## src/rtl/neo_pixel_strand_controller.sv

```systemverilog
// rtl/neo_pixel_strand_controller.sv - five-pixel NeoPixel strand driver with load/send control
module neo_pixel_strand_controller (
   input  logic         clock,
   input  logic         reset,
   input  logic [7:0]   color_level,
   input  logic [1:0]   color_index,
   input  logic [2:0]   pixel_index,
   input  logic         load_color,
   input  logic         send_it,
   output logic         neo_data,
   output logic         ready_to_load,
   output logic         ready_to_send,
   output logic [119:0] display_packet
);

   localparam logic [6:0]  BIT_FIRST  = 7'd119;
   localparam logic [5:0]  CYC_LAST   = 6'd62;
   localparam logic [5:0]  HIGH_ZERO  = 6'd18;
   localparam logic [5:0]  HIGH_ONE   = 6'd35;
   localparam logic [11:0] LATCH_LAST = 12'd2499;

   typedef enum logic [1:0] {
      IDLE   = 2'd0,
      SEND   = 2'd1,
      WAIT50 = 2'd2
   } state_t;

   state_t       state_q, state_d;
   logic [119:0] packet_q, packet_d;
   logic [6:0]   bit_q, bit_d;
   logic [5:0]   cyc_q, cyc_d;
   logic [11:0]  wait_q, wait_d;
   logic         neo_q, neo_d;
   logic         ready_q, ready_d;
   logic         load_ok;
   logic [6:0]   color_off;
   logic [6:0]   load_msb;
   logic [5:0]   high_len;

   // Each pixel occupies 24 bits as {G,R,B}; green sits at the top of the slot.
   always_comb begin
      color_off = 7'd0;
      case (color_index)
         2'b00:   color_off = 7'd8;
         2'b01:   color_off = 7'd16;
         default: color_off = 7'd0;
      endcase
   end

   assign load_ok  = load_color && (color_index != 2'b11) && (pixel_index <= 3'd4);
   assign load_msb = BIT_FIRST - (7'(pixel_index) * 7'd24) - color_off;

   always_comb begin
      state_d  = state_q;
      packet_d = packet_q;
      bit_d    = bit_q;
      cyc_d    = cyc_q;
      wait_d   = wait_q;
      high_len = HIGH_ZERO;
      neo_d    = 1'b0;
      ready_d  = 1'b0;

      case (state_q)
         IDLE: begin
            if (send_it) begin
               state_d = SEND;
               bit_d   = BIT_FIRST;
               cyc_d   = 6'd0;
            end else if (load_ok) begin
               packet_d[load_msb -: 8] = color_level;
            end
         end
         SEND: begin
            if (cyc_q == CYC_LAST) begin
               cyc_d = 6'd0;
               if (bit_q == 7'd0) begin
                  state_d = WAIT50;
                  wait_d  = 12'd0;
               end else begin
                  bit_d = bit_q - 7'd1;
               end
            end else begin
               cyc_d = cyc_q + 6'd1;
            end
         end
         WAIT50: begin
            if (wait_q == LATCH_LAST) begin
               state_d = IDLE;
               wait_d  = 12'd0;
            end else begin
               wait_d = wait_q + 12'd1;
            end
         end
         default: state_d = IDLE;
      endcase

      // Outputs are computed from next-state values so the data line comes straight from a flop.
      if (packet_q[bit_d]) begin
         high_len = HIGH_ONE;
      end
      neo_d   = (state_d == SEND) && (cyc_d < high_len);
      ready_d = (state_d == IDLE);
   end

   always_ff @(posedge clock) begin
      if (reset) begin
         state_q  <= IDLE;
         packet_q <= '0;
         bit_q    <= '0;
         cyc_q    <= '0;
         wait_q   <= '0;
         neo_q    <= 1'b0;
         ready_q  <= 1'b1;
      end else begin
         state_q  <= state_d;
         packet_q <= packet_d;
         bit_q    <= bit_d;
         cyc_q    <= cyc_d;
         wait_q   <= wait_d;
         neo_q    <= neo_d;
         ready_q  <= ready_d;
      end
   end

   assign neo_data       = neo_q;
   assign ready_to_load  = ready_q;
   assign ready_to_send  = ready_q;
   assign display_packet = packet_q;

endmodule

```

## config.mk

```make
export PLATFORM = sky130hd
export DESIGN_NAME = neo_pixel_strand_controller
export DESIGN_NICKNAME = d
export VERILOG_FILES = /design/src/rtl/neo_pixel_strand_controller.sv
export SDC_FILE = /design/constraint.sdc
export NUM_CORES = 1
export LEC_CHECK = 0
export ABC_CLOCK_PERIOD_IN_PS = 5040
export BUFFER_PORTS_ARGS = -buffer_cell sky130_fd_sc_hd__buf_2
export CORE_ASPECT_RATIO = 1.4
export CORE_MARGIN = 8
export CORE_UTILIZATION = 55
export DETAILED_ROUTE_END_ITERATION = 12
export PLACE_DENSITY = 0.79
export SYNTH_ARGS = -nofsm -noshare
export SYNTH_HDL_FRONTEND = slang
export SYNTH_SLANG_ARGS = --single-unit
```

## constraint.sdc

```tcl
create_clock -name clock -period 5.04 [get_ports clock]
set_clock_uncertainty 0.2 [all_clocks]
set_input_delay 0.252 -clock clock [delete_from_list [all_inputs] [get_ports clock]]
set_output_delay 0.252 -clock clock [all_outputs]
set_load 0.02 [all_outputs]
```

==> impl_metrics.ini <==
[run_status]
outcome = complete, no violations

[setup_path]
start_kind = flip-flop
crit_chain = inv_1 -> ha_1 -> nor2b_1 -> a211o_1 -> a221o_1 -> buf_12 -> and2_1 -> a2111oi_0 -> a211oi_1 -> a311o_1 -> a221o_1 -> a32oi_2 -> ha_1 -> nand2_1 -> and4b_1 -> nand2_1 -> o21ai_1
crit-reg2reg-launch = bit_q[0]
crit_required_ns = 5.19
cp_data_arrival_time_ns = 4.64
worstSetupStartpoint = bit_q[0]
timing.critical_path.slowest_cell_delay_ns = 0.40
worstPathMaxFanout = 39
worst_setup_path_end_kind = flip-flop
crit_family = compound AO/OA/AOI/OAI gates
timing.critical_path.slowest_stage_cell = sky130_fd_sc_hd__a2111oi_0
crit_type = reg2reg
critical_path_buf_inv_count = 2

[logic_synthesis]
post_synth_main_area_contributors = sky130_fd_sc_hd__dfxtp_1 40%, sky130_fd_sc_hd__mux2i_1 18%, sky130_fd_sc_hd__nor2_1 8.5%, sky130_fd_sc_hd__nand2_1 3.7%, sky130_fd_sc_hd__a211oi_1 3.0%
synth.top_cell.area_share = 0.396
postSynthCellCount = 866
ys_warn_count = 0
async_flop_share = 0
count_of_flip_flops_with_a_built_in_enable_after_synthesis = 0
synth_top_flop_cell = sky130_fd_sc_hd__dfxtp_1
avgSynthCellArea_um2 = 8.70
synth.net_count = 901
netlist_area_um2 = 7540
cell_type_with_the_largest_total_area_after_synthesis = sky130_fd_sc_hd__dfxtp_1
synth.most_common_cell = sky130_fd_sc_hd__nor2_1
synth_seq_area_share = 0.396
synth.cells.most_frequent = 171 x sky130_fd_sc_hd__nor2_1, 149 x sky130_fd_sc_hd__dfxtp_1, 135 x sky130_fd_sc_hd__mux2i_1
synth_seq_cells = 149
synth.lib_cells_used.distinct = 60

[cells_and_area]
areaGrowthSynthToFinish_pct = 19.5
drive_gt1_frac = 0.192
final_design_area_no_fill_um2 = 9010
final_net_count = 1029
count_of_inserted_antenna_diode_cells = 0

[sta]
period_minus_slack_ns = 4.49
fin_tns_setup_ns = 0
report.final.slew_viol_count = 0
unrepaired_setup_endpoints_after_global_routing = false
fmax_mhz = 223
layout_worst_path_cycle_share = 0.891
max-slew-margin-rel = 0.332
worst_slew_pin_slew_ns = 0.998
timing.final.hold_violations = 0
finalSetupViolCount = 0

[clock_network]
clock_path_buffers = 2
tritoncts = yes
clkSinkCount = 149
post_cts_resize_count = 0
htree_num_levels = 4
buffers_inserted_during_post_cts_setup_optimization = 0
clkSlewWorstSetupHoldPaths_ns = 0.06
post_cts_hold_buffer_count = 0
cts-root-buf = sky130_fd_sc_hd__clkbuf_16
clk_latency_ns = 0.42
cts_made_buffers = 17

[route]
ant_nets = 0
route.final.wire_length_mm = 24.5
routedWlPerCell_um = 20.6
drt_first_pass_iters = 5
drt-vias-per-instance = 6.06
detailroute.via_count = 7211
initial_drc_count = 668
detail_route.drc_violations = 0

[die]
placeableCoreArea_um2 = 13400
die_area_um2 = 17800
die_y_um = 155
placement_rows = 50
io-pin-count = 140
horiz_die_dim_um = 115
starting_density = 0.563

[place]
globalplace.congestion = 0.933
portBuffers = 139
sum_of_net_half_perimeters_after_detailed_placement_mm = 17.6
placement.cell_area_um2 = 8420

[power_and_ir_drop]
p_leak_nw = 3.72
p_sw_mw = 0.808
power_density_nw_per_um2 = 321
p_int_mw = 2.08
pwr-share-seq = 0.415
swShare = 0.279
irDropWorstVdd_mv = 0.187
power.combinational.fraction = 0.148
share_clk_of_total_power = 0.437

[grt]
grt_util_met3 = 0.0475
grt_overflow = 0
global_route.usage.total = 0.271
globalRouteMet1Util = 0.313
antenna_found_initial = 0
largest_net_degree_at_the_start_of_global_routing = 83
global_route_track_usage_on_met2 = 0.463
grt_pass1_vias = 7073
wire_length_of_the_first_global_routing_pass_mm = 38.0
grt_busiest_layer = met2

[flow_run]
max_cap_viol_count = 0

[min_path]
hold_path_class = in2reg
hold_path.startpoint = reset
==> worst register-to-register path, cell delays in order (launching register included) <==
cell	delay [ns]
sky130_fd_sc_hd__dfxtp_1	0.36
sky130_fd_sc_hd__inv_1	0.11
sky130_fd_sc_hd__ha_1	0.25
sky130_fd_sc_hd__nor2b_1	0.18
sky130_fd_sc_hd__a211o_1	0.38
sky130_fd_sc_hd__a221o_1	0.36
sky130_fd_sc_hd__buf_12	0.19
sky130_fd_sc_hd__and2_1	0.18
sky130_fd_sc_hd__a2111oi_0	0.40
sky130_fd_sc_hd__a211oi_1	0.11
sky130_fd_sc_hd__a311o_1	0.37
sky130_fd_sc_hd__a221o_1	0.33
sky130_fd_sc_hd__a32oi_2	0.26
sky130_fd_sc_hd__ha_1	0.30
sky130_fd_sc_hd__nand2_1	0.07
sky130_fd_sc_hd__and4b_1	0.21
sky130_fd_sc_hd__nand2_1	0.06
sky130_fd_sc_hd__o21ai_1	0.11
==> flip-flops by register name, summed over array words and instances, names as in the netlist <==
register        cells
state_q             2
wait_q             12
ready_to_load       1
neo_data            1
display_packet    120
cyc_q               6
bit_q               7
==> logic make-up after synthesis <==
group	synth area share
mux	0.179
compound gates	0.126
xor+xnor	0.00581
buf+inv	0.0327
flops	0.396
simple gates	0.229
fa+ha+maj	0.0319
==> metal layers <==
metal  vias up  routed length [um]
li1       3337                   -
met1      3407                9550
met2       375               12000
met3        92                1820
met4         0                1110
met5         -                   0
==> power groups by stage <==
stage               sequential (mW)  clock (mW)  combinational (mW)
global placement               1.22           0               0.408
global route                   1.20        1.32               0.452
CTS                            1.20        1.27               0.414
floorplan                      1.23           0               0.275
detailed placement             1.22           0               0.410
finish                         1.20        1.26               0.427
==> placed cells by master, fill, tap and decap left out, types with 3 or more instances in the layout <==
master	instances
sky130_fd_sc_hd__o21ai_0	17
sky130_fd_sc_hd__nor2_1	171
sky130_fd_sc_hd__a2111oi_0	5
sky130_fd_sc_hd__nand3_1	11
sky130_fd_sc_hd__a211oi_1	30
sky130_fd_sc_hd__xor2_1	3
sky130_fd_sc_hd__nor3_1	6
sky130_fd_sc_hd__mux2i_1	135
sky130_fd_sc_hd__nand2_1	74
sky130_fd_sc_hd__buf_4	16
sky130_fd_sc_hd__clkbuf_16	17
sky130_fd_sc_hd__a211o_1	3
sky130_fd_sc_hd__and3_1	35
sky130_fd_sc_hd__nand4_1	3
sky130_fd_sc_hd__a311oi_1	16
sky130_fd_sc_hd__buf_2	138
sky130_fd_sc_hd__a22oi_1	3
sky130_fd_sc_hd__dfxtp_1	149
sky130_fd_sc_hd__a31oi_1	10
sky130_fd_sc_hd__a21oi_1	18
sky130_fd_sc_hd__ha_1	16
sky130_fd_sc_hd__nand2b_1	3
sky130_fd_sc_hd__a21o_1	3
sky130_fd_sc_hd__inv_1	13
sky130_fd_sc_hd__o211ai_1	6
sky130_fd_sc_hd__inv_6	3
sky130_fd_sc_hd__nor2b_1	12
sky130_fd_sc_hd__clkbuf_1	4
sky130_fd_sc_hd__nor4_1	3
sky130_fd_sc_hd__and2_1	33
sky130_fd_sc_hd__a22o_1	3
==> final timing paths <==
path,to,slack [ns],cells past startpoint
setup / recovery,neo_data,0.55,17
hold reg to reg,wait_q[11],0.30,2
setup reg to reg,neo_data,0.55,17
hold / removal,cyc_q[1],0.15,2
==> through the flow <==
stage	power [mW]	hold slack [ns]	setup WS (ns)	instances	utilization
2_1_floorplan	1.50	0.150	1.18	866	-
6_report	2.89	0.155	0.551	1189	0.673
3_3_place_gp	1.63	0.279	0.703	1157	0.629
3_5_place_dp	1.64	0.284	0.589	1157	0.629
4_1_cts	2.89	0.146	0.573	1189	0.673
5_1_grt	2.97	0.173	0.287	1189	0.673
==> area by class of cell <==
type	instances	area (um^2)
Multi-Input combinational cell	658	4330
Fill cell	1138	4380
Clock buffer	23	468
Clock inverter	9	119
Tap cell	182	228
Sequential cell	149	2980
Inverter	13	48.8
Timing Repair Buffer	155	831
(Power assumes the default switching activity.)
